### src/rtl/decode_queue.sv
// Decode stage + DEPTH-entry FIFO between fetch and execute of the 19-bit CPU.
// Optional macro DECODE_ILLEGAL_TRAP_EN: illegal ops flag illegal_o and raise a sticky input trap.
module decode_queue #(
   parameter int DEPTH = 4,
   parameter int IMM_W = 19,
   parameter int PC_W  = 16
) (
   input  logic                         clk_i,
   input  logic                         rst_ni,
   input  logic                         flush_i,
   input  logic                         in_valid_i,
   output logic                         in_ready_o,
   input  logic [18:0]                  instr_i,
   input  logic [PC_W-1:0]              pc_i,
   output logic                         out_valid_o,
   input  logic                         out_ready_i,
   output logic [2:0]                   rs1_o,
   output logic [2:0]                   rs2_o,
   output logic [2:0]                   rd_o,
   output logic [3:0]                   op_o,
   output logic [2:0]                   funct3_o,
   output logic [2:0]                   funct7_o,
   output logic                         r_type_o,
   output logic                         i_type_o,
   output logic                         s_type_o,
   output logic                         b_type_o,
   output logic                         u_type_o,
   output logic                         j_type_o,
   output logic [IMM_W-1:0]             imm_o,
   output logic [PC_W-1:0]              pc_o,
   output logic                         illegal_o,
   output logic [$clog2(DEPTH+1)-1:0]   count_o
);

   localparam int PTR_W = $clog2(DEPTH);
   localparam int CNT_W = $clog2(DEPTH+1);

   localparam logic [3:0] R_TYPE   = 4'h0;
   localparam logic [3:0] I_TYPE_0 = 4'h1;
   localparam logic [3:0] I_TYPE_1 = 4'h2;
   localparam logic [3:0] I_TYPE_2 = 4'h3;
   localparam logic [3:0] S_TYPE   = 4'h4;
   localparam logic [3:0] B_TYPE   = 4'h5;
   localparam logic [3:0] U_TYPE_0 = 4'h6;
   localparam logic [3:0] U_TYPE_1 = 4'h7;
   localparam logic [3:0] J_TYPE   = 4'h8;

   typedef struct packed {
      logic [2:0]       rs1;
      logic [2:0]       rs2;
      logic [2:0]       rd;
      logic [3:0]       op;
      logic [2:0]       f3;
      logic [2:0]       f7;
      logic [5:0]       flags;   // {r,i,s,b,u,j}
      logic [IMM_W-1:0] imm;
      logic [PC_W-1:0]  pc;
      logic             ill;
   } pkt_t;

   pkt_t              r_mem [DEPTH];
   logic [PTR_W-1:0]  r_wptr, r_rptr;
   logic [CNT_W-1:0]  r_count;
   logic              r_trap;

   pkt_t              w_pkt, w_out;
   logic              w_push, w_pop, w_full, w_empty;
   logic signed [2:0]  w_imm_i;
   logic signed [8:0]  w_imm_s;
   logic signed [9:0]  w_imm_b;
   logic signed [12:0] w_imm_j;

   assign w_imm_i = instr_i[18:16];
   assign w_imm_s = {instr_i[18:13], instr_i[9:7]};
   assign w_imm_b = {instr_i[18:13], instr_i[6:4], 1'b0};
   assign w_imm_j = {instr_i[18:7], 1'b0};

   always_comb begin
      w_pkt     = '0;
      w_pkt.rs1 = instr_i[12:10];
      w_pkt.rs2 = instr_i[15:13];
      w_pkt.rd  = instr_i[6:4];
      w_pkt.op  = instr_i[3:0];
      w_pkt.f3  = instr_i[9:7];
      w_pkt.f7  = instr_i[18:16];
      w_pkt.pc  = pc_i;
      case (instr_i[3:0])
         R_TYPE: w_pkt.flags = 6'b100000;
         I_TYPE_0, I_TYPE_1, I_TYPE_2: begin
            w_pkt.flags = 6'b010000;
            w_pkt.imm   = IMM_W'($signed(w_imm_i));
         end
         S_TYPE: begin
            w_pkt.flags = 6'b001000;
            w_pkt.imm   = IMM_W'($signed(w_imm_s));
         end
         B_TYPE: begin
            w_pkt.flags = 6'b000100;
            w_pkt.imm   = IMM_W'($signed(w_imm_b));
         end
         U_TYPE_0, U_TYPE_1: begin
            w_pkt.flags = 6'b000010;
            w_pkt.imm   = IMM_W'({instr_i[18:7], 7'b0});
         end
         J_TYPE: begin
            w_pkt.flags = 6'b000001;
            w_pkt.imm   = IMM_W'($signed(w_imm_j));
         end
         default: ;
      endcase
`ifdef DECODE_ILLEGAL_TRAP_EN
      w_pkt.ill = ~|w_pkt.flags;
`endif
   end

   assign w_full      = (r_count == CNT_W'(DEPTH));
   assign w_empty     = (r_count == '0);
   assign in_ready_o  = ~w_full & ~r_trap;
   assign out_valid_o = ~w_empty;
   assign w_push      = in_valid_i & in_ready_o;
   assign w_pop       = out_valid_o & out_ready_i;
   assign count_o     = r_count;

   always_ff @(posedge clk_i or negedge rst_ni) begin
      if (!rst_ni) begin
         r_wptr  <= '0;
         r_rptr  <= '0;
         r_count <= '0;
      end else if (flush_i) begin
         r_wptr  <= '0;
         r_rptr  <= '0;
         r_count <= '0;
      end else begin
         if (w_push) r_wptr <= r_wptr + PTR_W'(1);
         if (w_pop)  r_rptr <= r_rptr + PTR_W'(1);
         case ({w_push, w_pop})
            2'b10:   r_count <= r_count + CNT_W'(1);
            2'b01:   r_count <= r_count - CNT_W'(1);
            default: r_count <= r_count;
         endcase
      end
   end

`ifdef DECODE_ILLEGAL_TRAP_EN
   // Sticky: only flush or reset reopens the input after an illegal push.
   always_ff @(posedge clk_i or negedge rst_ni) begin
      if (!rst_ni)                          r_trap <= 1'b0;
      else if (flush_i)                     r_trap <= 1'b0;
      else if (w_push && w_pkt.ill)         r_trap <= 1'b1;
   end
`else
   assign r_trap = 1'b0;
`endif

   // Packet storage carries no reset; occupancy gating hides stale entries.
   always_ff @(posedge clk_i) begin
      if (w_push && !flush_i) r_mem[r_wptr] <= w_pkt;
   end

   assign w_out    = out_valid_o ? r_mem[r_rptr] : '0;
   assign rs1_o    = w_out.rs1;
   assign rs2_o    = w_out.rs2;
   assign rd_o     = w_out.rd;
   assign op_o     = w_out.op;
   assign funct3_o = w_out.f3;
   assign funct7_o = w_out.f7;
   assign r_type_o = w_out.flags[5];
   assign i_type_o = w_out.flags[4];
   assign s_type_o = w_out.flags[3];
   assign b_type_o = w_out.flags[2];
   assign u_type_o = w_out.flags[1];
   assign j_type_o = w_out.flags[0];
   assign imm_o    = w_out.imm;
   assign pc_o     = w_out.pc;
   assign illegal_o = w_out.ill;

endmodule

### config.mk
export PLATFORM = sky130hd
export DESIGN_NAME = decode_queue
export DESIGN_NICKNAME = d
export VERILOG_FILES = /design/src/rtl/decode_queue.sv
export SDC_FILE = /design/constraint.sdc
export NUM_CORES = 1
export LEC_CHECK = 0
export CAP_MARGIN = 25
export CORE_MARGIN = 8
export CORE_UTILIZATION = 57
export CTS_BUF_LIST = sky130_fd_sc_hd__clkbuf_8 sky130_fd_sc_hd__clkbuf_16
export DETAILED_ROUTE_END_ITERATION = 8
export DONT_BUFFER_PORTS = 1
export GPL_ROUTABILITY_DRIVEN = 0
export MAX_ROUTING_LAYER = met4
export PLACE_DENSITY_LB_ADDON = 0.12
export SETUP_SLACK_MARGIN = 0.5
export SLEW_MARGIN = 20
export SYNTH_ARGS = -nofsm -noshare
export SYNTH_HDL_FRONTEND = slang
export SYNTH_SLANG_ARGS = --single-unit
### constraint.sdc
create_clock -name clk_i -period 3.1 [get_ports clk_i]
set_input_delay 0.62 -clock clk_i [delete_from_list [all_inputs] [get_ports clk_i]]
set_output_delay 0.62 -clock clk_i [all_outputs]
set_load 0.01 [all_outputs]
==> results.ini <==
[sta]
max_slew_margin=0.6125
hold_viol=0
slew_violations=0
rsz0062_at_grt=true
fmax_mhz=382.9
setup_viol=0
whs_ps=172.7
min_period_ps=2611
setup_tns_ps=0
post-route-period-util=0.8424
skew_ps=7.465
tightest_slew_ps=578.6

[yosys]
synth_area_sq_um=10230
ys_seq_elements=247
synth_edf_count=240
avgSynthCellArea_sq_um=19.35
netlist_instances=529
synth-seq-area-share=0.7213
synth_nets=574
ys_types=53
async_reset_ff_frac=0.02834
synth_top_flop_cell=edfxtp_1
ys.warnings.count=0

[global_routing]
grt_max_degree=49
antenna_found_initial=1
overflow=0
grt_pass1_wl_um=30710
grt_pass1_vias=5124
track_usage=0.1870

[pwr]
total_power_mw=8.237
peakVddDrop_v=0.0004215
power.static_leakage_nw=3.799
powerDensity_nw_per_um2=712.2

[finish]
final_common_cell=edfxtp_1
final_cell_mix=edfxtp_1, mux4_2, and2_4, clkbuf_16, and2_1
fin_nets=589
synthToLayoutAreaGrowth_pct=13.01
layout-drive-gt1-share=0.3155

[worst_hold_path]
hp-start=flush_i
min_path_type=in2reg
hold-path-cell-count=1
hold_end=r_rptr[0]

[critical_path]
slowest_delay_ps=550
cp_max_fo=7
rrSetupSlack_ps=770
worstPathCellList=buf_12 -> buf_4 -> mux4_2 -> and2_4
critical_path_arrival_ps=1990
critPathSlowestCell=mux4_2
startpoint_type=flop
worstPathRequired_ps=2480
r2r-start=count_o[2]
critPathKind=reg2out
r2r_end=r_mem[1][35]
rr_worst_depth=4
endpoint_kind=primary output

[clock_tree]
cts_tree=built
clk_latency_ps=510
cts_buffers=25
clock-sinks=247
root_buffer=clkbuf_16
cts_max_level=1
clock_path_buffers=3
cts.reportedPaths.clkPinSlew_ps=60

[die]
io_pins=106
start_util=0.5757
die_y_um=150
core_sq_um=17780
die_x_um=150
dieArea_sq_um=22500
row_count=49

[routing]
routed_wl_um=20900
wl_per_cell_um=26.42
drc_errors=0
routed_via_density=6.240
drt.antenna.violating_nets=0
first_pass_iters=5
first_iter_violations=537
num_vias=4936

[outcome]
status=completed

[job]
maxCapViolCount=0

[placement]
dp_hpwl_um=12220
io_buffers=0

## worst max-delay path: cells and delay by family (launching register included)
| kind | cells | cell delay (ps) |
|---|---|---|
| mux | 1 | 550 |
| buf+inv | 2 | 300 |
| simple gates | 1 | 200 |
| flops | 1 | 440 |
## layout make-up
type	count	area, sq um
multi-input cells	239	2699
flip-flops and latches	247	7390
diodes	1	2.502
inverters	8	30.03
repair buffers	23	402.9
clock buffers	25	625.6
clock inverters	19	130.1
well taps	229	286.5
fillers	1222	6213
## sequential cells by signal (all words and copies together), names as in the netlist
| signal | count |
|---|---|
| count_o | 3 |
| r_wptr | 2 |
| r_mem | 240 |
| r_rptr | 2 |
## metal layers
layer  vias up  track usage  routed length, um
met3        36      0.04233               1529
li1       2157            -                  -
met1      2588       0.2348               8593
met2       155       0.3054              10420
met5         -            -                  0
met4         0      0.04698                360
## report_power, final
group	total (mW)	switching [mW]	internal, mW
Combinational	1.58	0.786	0.793
Clock	2.77	1.16	1.62
Sequential	3.88	0.0746	3.81
Total	8.24	2.02	6.22
## repair_timing
action | in CTS | in global routing
cloned | 2 | 6
hold buffers | 1 | 0
endpoints found under the hold margin | 7 | 0
endpoints found under the setup margin | 61 | 55
pin swaps | 1 | 0
gates resized for setup | 6 | 47
buffers inserted | 2 | 3
## per-stage QoR
step	cell area (sq um)	setup slack [ps]	std cells	util
floorplan	10240	747.7	529	-
global placement	10460	696.3	732	0.5883
detailed placement	10460	585.9	732	0.5883
CTS	11290	405.2	781	0.6348
global route	11570	439.5	791	0.6505
finish	11570	488.6	791	0.6505
## Yosys cell counts, types with 2 or more instances
master    count  area [sq um]
a31oi_1       2         12.51
nand3_1       8         40.04
or2b_1        2         15.01
nor2b_1       2         12.51
a211oi_1      2         15.01
and3b_1       3         26.28
xor2_1        3         26.28
edfxtp_1    240          7207
or2_2         2         12.51
mux4_2       60          1351
dfrtp_1       7         175.2
nor3_1        3         15.01
clkbuf_1     14         52.55
a22oi_1       7         52.55
o21ai_0       4         20.02
nor2_1       12         45.04
nor4bb_1      2         20.02
a221o_1       3         30.03
buf_6         2         22.52
buf_2        12         60.06
a21oi_1       3         15.01
ha_1          4         50.05
buf_1         2         7.510
mux2i_1       8         80.08
inv_1         8         30.03
nand2_1       9         33.78
and2_1       64         400.4
buf_12        6         120.1
o22ai_1      10         62.56
mux2_2        2         22.52
## worst max path at each step
stage | from | endpoint | depth (start not counted)
after floorplan | in_valid_i | r_mem[0][0] | 4
after global placement | count_o[0] | funct3_o[0] | 2
after detailed placement | count_o[0] | imm_o[8] | 2
after CTS | r_rptr[0] | op_o[2] | 3
after global routing | r_rptr[0] | j_type_o | 4
final | r_rptr[0] | imm_o[9] | 4
## cells by family (layout without fill, tap and decap cells)
family,count (synthesis),after routing,share of synthesized area
xor+xnor,3,3,0.002568
other cells,1,2,0.0003664
mux,70,70,0.1421
simple gates,116,119,0.06846
compound gates,41,41,0.02861
buf+inv,46,75,0.02983
fa+ha+maj,5,5,0.006846
flops,247,247,0.7213
No activity file was read; power rests on OpenSTA's default activity.
